### config.mk
export PLATFORM = sky130hd
export DESIGN_NAME = sm_rule_unpacker_flat
export DESIGN_NICKNAME = d
export VERILOG_FILES = /design/src/rtl/sm_rule_unpacker_pkg.sv /design/src/rtl/sm_rule_unpacker_if.sv /design/src/rtl/sm_rule_unpacker_slot_pe.sv /design/src/rtl/sm_rule_unpacker.sv /design/src/flat_wrapper.sv
export SDC_FILE = /design/constraint.sdc
export NUM_CORES = 2
export LEC_CHECK = 0
export ABC_AREA = 1
export CAP_MARGIN = 10
export CORE_AREA = 2 2 645 647
export CTS_BUF_LIST = sky130_fd_sc_hd__clkbuf_4 sky130_fd_sc_hd__clkbuf_8 sky130_fd_sc_hd__clkbuf_16
export DETAILED_ROUTE_END_ITERATION = 8
export DIE_AREA = 0 0 647 649
export GPL_TIMING_DRIVEN = 0
export PLACE_DENSITY = 0.38
export RECOVER_POWER = 50
export SLEW_MARGIN = 15
export SYNTH_ARGS = -nofsm -noshare
export SYNTH_HDL_FRONTEND = slang
export SYNTH_SLANG_ARGS = --single-unit
### constraint.sdc
create_clock -name clk -period 4.21 [get_ports clk]
set_input_delay 0.842 -clock clk [delete_from_list [all_inputs] [get_ports clk]]
set_output_delay 0.842 -clock clk [all_outputs]
set_load 0.01 [all_outputs]
### src/rtl/sm_rule_unpacker_pkg.sv
// sm_rule_pkg: shared widths, rule/flit types and FSM states for the rule unpacker
package sm_rule_pkg;
    localparam int RULE_W = 16;
    localparam int DATA_W = 512;
    localparam int META_W = 512;
    localparam int SLOTS  = DATA_W / RULE_W;
    localparam int IDX_W  = $clog2(SLOTS);
    typedef logic [RULE_W-1:0] rule_t;
    typedef rule_t [SLOTS-1:0] rule_flit_t;
    typedef enum logic [1:0] {WAIT_META, LOAD, SCAN, EMIT_META} state_t;
endpackage

### src/rtl/sm_rule_unpacker_if.sv
// sm_rule_unpacker_if: usr/meta input streams and rule/meta output streams
interface sm_rule_unpacker_if;
    import sm_rule_pkg::*;
    logic              in_usr_sop;
    logic              in_usr_eop;
    logic [DATA_W-1:0] in_usr_data;
    logic [5:0]        in_usr_empty;
    logic              in_usr_valid;
    logic              in_usr_ready;
    logic              in_meta_valid;
    logic              in_meta_ready;
    logic [META_W-1:0] in_meta_data;
    logic              out_rule_valid;
    logic              out_rule_ready;
    rule_t             out_rule_data;
    logic              out_rule_last;
    logic              out_meta_valid;
    logic              out_meta_ready;
    logic [META_W-1:0] out_meta_data;
    logic [15:0]       out_meta_rule_cnt;
    modport slave (
        input  in_usr_sop, in_usr_eop, in_usr_data, in_usr_empty, in_usr_valid,
        input  in_meta_valid, in_meta_data, out_rule_ready, out_meta_ready,
        output in_usr_ready, in_meta_ready, out_rule_valid, out_rule_data, out_rule_last,
        output out_meta_valid, out_meta_data, out_meta_rule_cnt
    );
    modport master (
        output in_usr_sop, in_usr_eop, in_usr_data, in_usr_empty, in_usr_valid,
        output in_meta_valid, in_meta_data, out_rule_ready, out_meta_ready,
        input  in_usr_ready, in_meta_ready, out_rule_valid, out_rule_data, out_rule_last,
        input  out_meta_valid, out_meta_data, out_meta_rule_cnt
    );
endinterface

### src/rtl/sm_rule_unpacker_slot_pe.sv
// sm_rule_slot_pe: lowest-set-slot priority encoder with any/onehot flags
module sm_rule_slot_pe
    import sm_rule_pkg::*;
(
    input  logic [SLOTS-1:0] mask,
    output logic [IDX_W-1:0] idx,
    output logic             any,
    output logic             onehot
);
    always_comb begin
        idx = '0;
        for (int i = SLOTS - 1; i >= 0; i--)
            if (mask[i]) idx = IDX_W'(i);
    end
    assign any    = |mask;
    assign onehot = any && ((mask & (mask - SLOTS'(1))) == '0);
endmodule

### src/rtl/sm_rule_unpacker.sv
// sm_rule_unpacker: unpacks nonzero rule IDs from usr flits, then emits meta tagged with the rule count
module sm_rule_unpacker
    import sm_rule_pkg::*;
(
    input  logic               clk,
    input  logic               rst,
    sm_rule_unpacker_if.slave  bus,
    output logic [31:0]        stats_rule,
    output logic [31:0]        stats_pkt
);
    state_t            state, state_nxt;
    rule_flit_t        flit, in_flit;
    logic              eop;
    logic [SLOTS-1:0]  mask, load_mask, mask_nxt;
    logic [META_W-1:0] meta;
    logic [15:0]       rule_cnt;
    logic [IDX_W-1:0]  idx;
    logic              any, onehot;
    logic [6:0]        lim;
    logic              rule_hs, usr_hs, meta_in_hs, meta_out_hs;

    sm_rule_slot_pe pe (.mask(mask), .idx(idx), .any(any), .onehot(onehot));

    // Slot s lives at the top end of the flit, so slot s is flit element SLOTS-1-s
    assign in_flit = bus.in_usr_data;
    assign lim     = (7'd64 - {1'b0, bus.in_usr_eop ? bus.in_usr_empty : 6'd0}) >> 1;
    always_comb begin
        load_mask = '0;
        for (int s = 0; s < SLOTS; s++)
            load_mask[s] = (7'(s) < lim) && (in_flit[SLOTS-1-s] != '0);
    end

    assign bus.in_meta_ready     = !rst && state == WAIT_META;
    assign bus.in_usr_ready      = !rst && state == LOAD;
    assign bus.out_rule_valid    = !rst && state == SCAN && any;
    assign bus.out_rule_data     = flit[~idx];
    assign bus.out_rule_last     = bus.out_rule_valid && onehot && eop;
    assign bus.out_meta_valid    = !rst && state == EMIT_META;
    assign bus.out_meta_data     = meta;
    assign bus.out_meta_rule_cnt = rule_cnt;

    assign rule_hs     = bus.out_rule_valid && bus.out_rule_ready;
    assign usr_hs      = bus.in_usr_valid && bus.in_usr_ready;
    assign meta_in_hs  = bus.in_meta_valid && bus.in_meta_ready;
    assign meta_out_hs = bus.out_meta_valid && bus.out_meta_ready;
    assign mask_nxt    = rule_hs ? mask & ~(SLOTS'(1) << idx) : mask;

    // An empty slot mask skips SCAN entirely so zero-rule flits cost no cycles
    always_comb begin
        state_nxt = state;
        case (state)
            WAIT_META: state_nxt = meta_in_hs ? LOAD : WAIT_META;
            LOAD:      state_nxt = !usr_hs ? LOAD : load_mask != '0 ? SCAN : bus.in_usr_eop ? EMIT_META : LOAD;
            SCAN:      state_nxt = mask_nxt != '0 ? SCAN : eop ? EMIT_META : LOAD;
            EMIT_META: state_nxt = meta_out_hs ? WAIT_META : EMIT_META;
            default:   state_nxt = WAIT_META;
        endcase
    end

    always_ff @(posedge clk) begin
        if (rst) begin
            state      <= WAIT_META;
            flit       <= '0;
            eop        <= 1'b0;
            mask       <= '0;
            meta       <= '0;
            rule_cnt   <= '0;
            stats_rule <= '0;
            stats_pkt  <= '0;
        end else begin
            state      <= state_nxt;
            mask       <= usr_hs ? load_mask : mask_nxt;
            stats_rule <= stats_rule + 32'(rule_hs);
            stats_pkt  <= stats_pkt + 32'(meta_out_hs);
            if (usr_hs) begin
                flit <= in_flit;
                eop  <= bus.in_usr_eop;
            end
            if (meta_in_hs) begin
                meta     <= bus.in_meta_data;
                rule_cnt <= '0;
            end else if (rule_hs) begin
                rule_cnt <= rule_cnt + 16'(rule_cnt != 16'hFFFF);
            end
        end
    end
endmodule
### src/flat_wrapper.sv
// flat-port wrapper written by rule: the top's interface ports become plain ports
module sm_rule_unpacker_flat import sm_rule_pkg::*;
  (clk, rst, stats_rule, stats_pkt, bus_in_usr_sop, bus_in_usr_eop, bus_in_usr_data, bus_in_usr_empty, bus_in_usr_valid, bus_in_meta_valid, bus_in_meta_data, bus_out_rule_ready, bus_out_meta_ready, bus_in_usr_ready, bus_in_meta_ready, bus_out_rule_valid, bus_out_rule_data, bus_out_rule_last, bus_out_meta_valid, bus_out_meta_data, bus_out_meta_rule_cnt);
  sm_rule_unpacker_if bus_i ();
  input  logic clk;
  input  logic rst;
  output logic [31:0] stats_rule;
  output logic [31:0] stats_pkt;
  input wire logic [$bits(bus_i.in_usr_sop)-1:0] bus_in_usr_sop;
  input wire logic [$bits(bus_i.in_usr_eop)-1:0] bus_in_usr_eop;
  input wire logic [$bits(bus_i.in_usr_data)-1:0] bus_in_usr_data;
  input wire logic [$bits(bus_i.in_usr_empty)-1:0] bus_in_usr_empty;
  input wire logic [$bits(bus_i.in_usr_valid)-1:0] bus_in_usr_valid;
  input wire logic [$bits(bus_i.in_meta_valid)-1:0] bus_in_meta_valid;
  input wire logic [$bits(bus_i.in_meta_data)-1:0] bus_in_meta_data;
  input wire logic [$bits(bus_i.out_rule_ready)-1:0] bus_out_rule_ready;
  input wire logic [$bits(bus_i.out_meta_ready)-1:0] bus_out_meta_ready;
  output wire logic [$bits(bus_i.in_usr_ready)-1:0] bus_in_usr_ready;
  output wire logic [$bits(bus_i.in_meta_ready)-1:0] bus_in_meta_ready;
  output wire logic [$bits(bus_i.out_rule_valid)-1:0] bus_out_rule_valid;
  output wire logic [$bits(bus_i.out_rule_data)-1:0] bus_out_rule_data;
  output wire logic [$bits(bus_i.out_rule_last)-1:0] bus_out_rule_last;
  output wire logic [$bits(bus_i.out_meta_valid)-1:0] bus_out_meta_valid;
  output wire logic [$bits(bus_i.out_meta_data)-1:0] bus_out_meta_data;
  output wire logic [$bits(bus_i.out_meta_rule_cnt)-1:0] bus_out_meta_rule_cnt;
  assign bus_i.in_usr_sop = bus_in_usr_sop;
  assign bus_i.in_usr_eop = bus_in_usr_eop;
  assign bus_i.in_usr_data = bus_in_usr_data;
  assign bus_i.in_usr_empty = bus_in_usr_empty;
  assign bus_i.in_usr_valid = bus_in_usr_valid;
  assign bus_i.in_meta_valid = bus_in_meta_valid;
  assign bus_i.in_meta_data = bus_in_meta_data;
  assign bus_i.out_rule_ready = bus_out_rule_ready;
  assign bus_i.out_meta_ready = bus_out_meta_ready;
  assign bus_in_usr_ready = bus_i.in_usr_ready;
  assign bus_in_meta_ready = bus_i.in_meta_ready;
  assign bus_out_rule_valid = bus_i.out_rule_valid;
  assign bus_out_rule_data = bus_i.out_rule_data;
  assign bus_out_rule_last = bus_i.out_rule_last;
  assign bus_out_meta_valid = bus_i.out_meta_valid;
  assign bus_out_meta_data = bus_i.out_meta_data;
  assign bus_out_meta_rule_cnt = bus_i.out_meta_rule_cnt;
  sm_rule_unpacker u_core (.clk(clk), .rst(rst), .bus(bus_i), .stats_rule(stats_rule), .stats_pkt(stats_pkt));
endmodule
After elaboration in Yosys (flattened, before gate mapping)
Cells that the tools add are included.

storage, ports and cells
  register bits = 1139
  latch bits = 0
  memory bits (writable) = 0
  memory bits (read-only) = 0
  word-level logic and storage cells = 214
  memories = 0

cells by class
  add/subtract/negate cells = 5
  multiply operators = 0
  div/mod/pow operators = 0
  order comparisons = 33
  equal/unequal tests = 4
  shift operators = 1
  mux-type cells = 45
  bitwise logic cells = 4
  reductions and logical operators = 83

operators by type and width
  operator                                                                      number
  16-bit nonzero test                                                           32
  5-bit two-way mux                                                             32
  5-bit by 6-bit less-than comparator with 1-bit output (first input constant)  16
  16-bit binary-select mux with 5-bit select                                    1
  32-bit by 1-bit adder with 32-bit output                                      2
  32-bit bitwise AND                                                            2
  32-bit two-way mux                                                            2
  32-bit nonzero test                                                           2
  4-bit by 6-bit less-than comparator with 1-bit output (first input constant)  8
  1-bit logical AND                                                             44
  32-bit zero test                                                              1
  32-bit inverter                                                               1
  32-bit OR reduction                                                           1
  1-bit by 5-bit << shifter with 32-bit output (first input constant)           1
  32-bit by 1-bit subtractor with 32-bit output (second input constant)         1
  3-bit by 6-bit less-than comparator with 1-bit output (first input constant)  4
  16-bit by 1-bit adder with 16-bit output                                      1
  16-bit two-way mux                                                            1
  16-bit != test (second input constant)                                        1
  1-bit by 6-bit less-than comparator with 1-bit output (first input constant)  2
  2-bit by 6-bit less-than comparator with 1-bit output (first input constant)  2
  2-bit two-way mux                                                             6
  2-bit one-hot mux with 4 select lines                                         1
  7-bit by 6-bit subtractor with 7-bit output (first input constant)            1
  9 further kinds                                                               10

Longest topological paths before layout
  word-level depth = 39
  mapped depth = 41
  depth with buffers taken out = 39

Hierarchy
A second synthesis with hierarchy kept.

second synthesis, totals
  cells, all modules = 5103
  area, all modules = 44302.5 µm²

by module, submodules not included
  module            instances  cells an instance  area each (µm²)  seq. area each (µm²)
  sm_rule_unpacker  1          4929               43480.5          22801.9
  sm_rule_slot_pe   1          174                822.0            0.0

Least setup slack after synthesis
OpenSTA, ideal clock, no wires.

  kind = input port to flip-flop
  from = input port rst
  to = register u_core.stats_rule[30]
  setup time = 58 ps
  arrival time = 4488 ps
  setup slack = -335 ps
  stages = 32
  cell sequence = nor3_1 nand2_1 inv_1 nand2_1 clkinv_1 clkbuf_1 ha_1 ha_1 nand2_1 nor2_2 inv_2 nor3_2 nand2_1 inv_2 nand3_2 nor3_2 nand4_1 nor2_1 nand2_1 nor2_2 and3_4 nand2_2 nor2_2 nand3_2 nor2_2 nand2_2 nor2_2 nand2_2 nor2_2 nand2_1 a21oi_1 o21a_1

on the way
  cells in the longest elaborated chain, start to end = 5

ends and longest elaborated chain
  item                                      RTL line                text
  from (decl)                               flat_wrapper.sv:6       input logic rst;
  1-bit zero test                           sm_rule_unpacker.sv:35  assign bus.out_rule_valid = !rst && state == SCAN && any;
  1-bit logical AND (2 in a row)            sm_rule_unpacker.sv:35
  named net bus_out_rule_valid              flat_wrapper.sv:20      output wire logic [$bits(bus_i.out_rule_valid)-1:0] bus_out_rule_valid;
  1-bit logical AND                         sm_rule_unpacker.sv:42  assign rule_hs = bus.out_rule_valid && bus.out_rule_ready;
  named net u_core.rule_hs                  sm_rule_unpacker.sv:20  logic rule_hs, usr_hs, meta_in_hs, meta_out_hs;
  32-bit by 1-bit adder with 32-bit output  sm_rule_unpacker.sv:73  stats_rule <= stats_rule + 32'(rule_hs);
  to (signal assigned)                      sm_rule_unpacker.sv:73
  to (decl)                                 sm_rule_unpacker.sv:8   output logic [31:0] stats_rule,

The timed path passes the listed nets, and every way through them passes these cells.
A chain may end at the register's enable or synchronous reset.

Worst setup path in the final report
  from = register u_core.mask[30]
  to = output port bus_out_rule_data[1]

on the way
  cells in the longest elaborated chain, start to end = 34

ends and longest elaborated chain
  item                                        RTL line                        text
  from (decl)                                 sm_rule_unpacker.sv:14          logic [SLOTS-1:0] mask, load_mask, mask_nxt;
  from (signal assigned)                      sm_rule_unpacker.sv:72          mask <= usr_hs ? load_mask : mask_nxt;
  5-bit two-way mux (31 in a row)             sm_rule_unpacker_slot_pe.sv:13  if (mask[i]) idx = IDX_W'(i);
  5-bit inverter                              sm_rule_unpacker.sv:36          assign bus.out_rule_data = flit[~idx];
  16-bit binary-select mux with 5-bit select  sm_rule_unpacker.sv:36
  16-bit two-way mux (implied by the code)    sm_rule_unpacker.sv:36
  to (decl)                                   flat_wrapper.sv:21              output wire logic [$bits(bus_i.out_rule_data)-1:0] bus_out_rule_data;

Every way passes these cells. The select of a mux whose other input is x is not followed.

==> results by group <==
Critical path
  – Slowest CP cell: dfxtp_2
  – Crit end category: primary output
  – Reg2Reg Launch Point: u_core.mask[18]
  – Critical path class: reg -> out
  – Worst path arrival time: 4.56 ns
  – Critical path fanouts, max: 10
  – CP peak stage delay: 0.33 ns
  – Worst R2R Path Depth: 38
  – Reg2reg end: u_core.stats_rule[14]
  – Worst Setup Start Kind: flop
  – Most used cell, CP: nand2_1
  – Worst path required time: 3.37 ns
  – Reg2reg setup slack: -1.13 ns

Clock network
  – Num CTS Buffers: 156
  – H-tree depth: 4
  – Clock slew at reported path FFs: 0.06 ns
  – Hold buffer count at CTS: 0
  – CTS tree: built
  – CTS Sinks: 1139
  – Clk buf depth: 4
  – Worst skew pair latency: 0.87 ns
  – CTS root buffer: clkbuf_16

Timing
  – Max Fclk: 185.0 MHz
  – Setup-failing EPs final: 41
  – RSZ-0062 raised after global routing: yes
  – Max_slew headroom: 11.98%
  – Period utilization: 128.4%
  – Skew final: 0.06024 ns
  – Shortest period the worst path allows: 5.407 ns
  – Slew @ Worst Pin: 1.320 ns
  – Final Worst Setup Slack: -1.197 ns
  – Final Hold Vio Count: 0
  – Slew Viols, Final: 0

Power
  – Flop pwr share: 30.8%
  – Lkg Pwr: 28.99 nW
  – Peak VDD IR: 0.2869 mV
  – Sw Pwr: 14.93 mW
  – Internal power: 23.92 mW
  – PD cells: 496.6 nW/um^2
  – Sw Share: 38.42%
  – Logic pwr share: 33.0%
  – Clk pwr share: 36.3%
  – Total power: 38.85 mW

Final layout
  – Nets: 8570
  – Layout Utilization: 18.97%
  – Layout Cells excl Fill: 13.21k
  – Synth-to-layout area growth: 70.49%
  – Fill cell count: 46.35k
  – Share of cells above drive strength 1: 11.07%

Place
  – Buffers on Ports: 1648
  – Dpl ws: -2.607 ns
  – Placer's final routability congestion estimate: 0.9669
  – HPWL Detailed: 400800 microns
  – DP Cell Count: 12.73k

Logic synthesis
  – Sequential area share after synthesis: 49.69%
  – Cell Area, Synth: 45890 sq um
  – Async SR Flop Fraction: 0%
  – Syn_area_per_cell: 8.189 sq um
  – Cells after Synth: 5604
  – Yosys reg bits: 1139
  – Most used DFF post-synth: dfxtp_1
  – Syn_nets: 6649
  – Synth warn: 0
  – Post-synthesis cell type count: 61
  – EDFF count, synth: 0

Floorplan
  – Die width: 647 microns
  – Die area: 419900 sq um
  – Initial core utilization: 11.12%
  – Core area: 412500 sq um
  – Row cnt: 236
  – Ports: 1651
  – Die H: 649 microns

Routing
  – Vias/cell: 4.027
  – Remaining DRCs: 0
  – Wire per inst: 35.01 microns
  – Via count: 53.20k
  – Met3 wire length: 29990 microns
  – M1 WL: 152400 microns
  – Length of routed met2 wiring: 243400 microns
  – Highest routed layer: met5
  – Initial DRC count: 4766
  – Final antenna-violating net count: 0
  – WL final: 462400 microns
  – First drt pass iteration count: 6

Outcome
  – Failing checks: setup timing
  – Outcome: finished with violations

Hold path
  – Hold path startpoint: u_core.flit[0]
  – Hold WC Path Type: reg -> reg
  – Hold Path End: u_core.flit[0]
  – Hold path depth: 2

Global route
  – GRT Overall Usage: 21.05%
  – Antenna violations before repair: 244
  – Total gr overflow: 0
  – First-pass GRT wire length: 571700 microns
  – Vias in the first global route: 51.63k
  – Largest net degree at the start of global routing: 15

Job
  – Max cap viols: 0
Yosys cell counts (3+ instances only):
library cell / count / share of area (%)
a31oi_1: 3 / 0.041
inv_2: 16 / 0.13
clkbuf_1: 385 / 3.1
o211ai_1: 9 / 0.15
a21oi_1: 339 / 3.7
buf_4: 7 / 0.11
buf_1: 31 / 0.25
and3_1: 3 / 0.041
nor3_1: 43 / 0.47
nand4_1: 64 / 0.87
nand3_2: 5 / 0.11
nor2_4: 4 / 0.098
ha_1: 7 / 0.19
nor3_2: 7 / 0.15
nand2_1: 859 / 7.0
o21ai_1: 7 / 0.076
or2_2: 3 / 0.041
o21bai_1: 15 / 0.25
buf_2: 34 / 0.37
nand3_1: 645 / 7.0
nor2_1: 384 / 3.1
a41oi_1: 11 / 0.21
clkinv_1: 4 / 0.033
o2111ai_1: 3 / 0.057
xor2_1: 3 / 0.057
nor2_2: 15 / 0.20
o31ai_1: 4 / 0.065
nor3b_1: 6 / 0.098
o21a_1: 8 / 0.13
nand2_2: 10 / 0.14
o21ai_0: 426 / 4.6
dfxtp_1: 1139 / 50
a211oi_1: 9 / 0.15
a32o_1: 513 / 11
inv_1: 417 / 3.4
nor4_1: 132 / 1.8
placed cells by master, fill, tap and decap left out, types with 43 or more instances in the layout:
master | netlist | routed
a21oi_1 | 339 | 334
a32o_1 | 513 | 513
buf_4 | 7 | 102
clkbuf_1 | 385 | 346
clkbuf_16 | 0 | 162
clkbuf_4 | 0 | 43
clkdlybuf4s50_1 | 0 | 1234
dfxtp_1 | 1139 | 1110
diode_2 | 0 | 87
dlygate4sd3_1 | 0 | 395
inv_1 | 417 | 415
nand2_1 | 859 | 788
nand2_4 | 2 | 48
nand3_1 | 645 | 552
nand3_2 | 5 | 70
nand4_1 | 64 | 64
nor2_1 | 384 | 340
nor3_1 | 43 | 43
nor4_1 | 132 | 130
o21ai_0 | 426 | 402
cell type report:
type / count / area (sq um) / area share [%]
Clock inverter: 62 / 757.0 / 0.9676
Sequential cell: 1139 / 22870 / 29.23
Multi-Input combinational cell: 3570 / 21320 / 27.25
Inverter: 437 / 1647 / 2.105
Clock buffer: 219 / 4552 / 5.818
Timing Repair Buffer: 1765 / 17670 / 22.58
Buffer: 456 / 2354 / 3.008
Tap cell: 5474 / 6849 / 8.754
Antenna cell: 87 / 217.7 / 0.2783
what timing repair did:
| action | CTS | global route |
|---|---|---|
| endpoints found under the setup margin | 55 | 33 |
| setup buffers | 79 | 33 |
| resized for setup | 579 | 139 |
| cloned | 3 | 1 |
| pin swaps | 85 | 74 |
| hold endpoints to repair | 0 | 0 |
cell families (layout without fill, tap and decap cells):
logic type / after synthesis / in the layout / share of synthesized area [%]
flip-flops: 1139 / 1139 / 49.69
buffers and inverters: 895 / 2939 / 7.487
XOR/XNOR: 5 / 5 / 0.09545
adder cells (fa/ha/maj): 7 / 7 / 0.1909
other: 0 / 87 / 0
AND/OR/NAND/NOR: 2196 / 2196 / 21.59
AO/OA/AOI/OAI: 1362 / 1362 / 20.95
how the worst max path moves through the flow:
stage	startpoint	to	slack [ns]	depth (start not counted)
floorplan	rst	u_core.stats_rule[30]	-0.03	32
global placement	u_core.mask[25]	bus_out_rule_data[12]	-2.48	16
detailed placement	bus_in_usr_eop	u_core.state[0]	-2.61	19
CTS	u_core.mask[30]	bus_out_rule_data[11]	-1.29	44
global route	u_core.mask[30]	bus_out_rule_data[2]	-1.56	43
finish	u_core.mask[30]	bus_out_rule_data[1]	-1.20	41
power by group through the flow:
stage	Sequential, mW	Clock, mW	Combinational [mW]
global placement	12.2	0	11.1
global route	12.0	14.8	13.0
finish	12.0	14.1	12.8
detailed placement	12.2	0	11.1
CTS	12.0	14.4	12.7
floorplan	12.3	0	3.42
per-layer routing:
layer	vias up	track usage [%]
li1	23890	-
met1	25860	20.15
met2	2415	39.88
met3	935	5.013
met4	90	13.56
met5	-	0
critical path, delay by kind of cell (launching register included):
family	cells	cell delay, ns
and+or+nand+nor	35	2.57
buffers and inverters	5	0.67
DFF	1	0.33
AOI/OAI and AO/OA	1	0.09
per-stage QoR:
step | hold WS [ns] | setup TNS, ns | area, sq um
finish | 0.4476 | -30.90 | 78240
global route | 0.4588 | -46.52 | 78090
CTS | 0.4494 | -21.24 | 77380
detailed placement | 0.4404 | -262.29 | 69390
global placement | 0.4360 | -1037.31 | 69260
floorplan | 0.4245 | -0.02894 | 45920
flip-flops by register name, summed over array words and instances, names as in the netlist:
| register | cells |
|---|---|
| u_core.bus.out_meta_rule_cnt | 16 |
| u_core.eop | 1 |
| u_core.stats_pkt | 32 |
| u_core.mask | 32 |
| u_core.stats_rule | 32 |
| u_core.bus.out_meta_data | 512 |
| u_core.flit | 512 |
| u_core.state | 2 |
(Power assumes the default switching activity.)
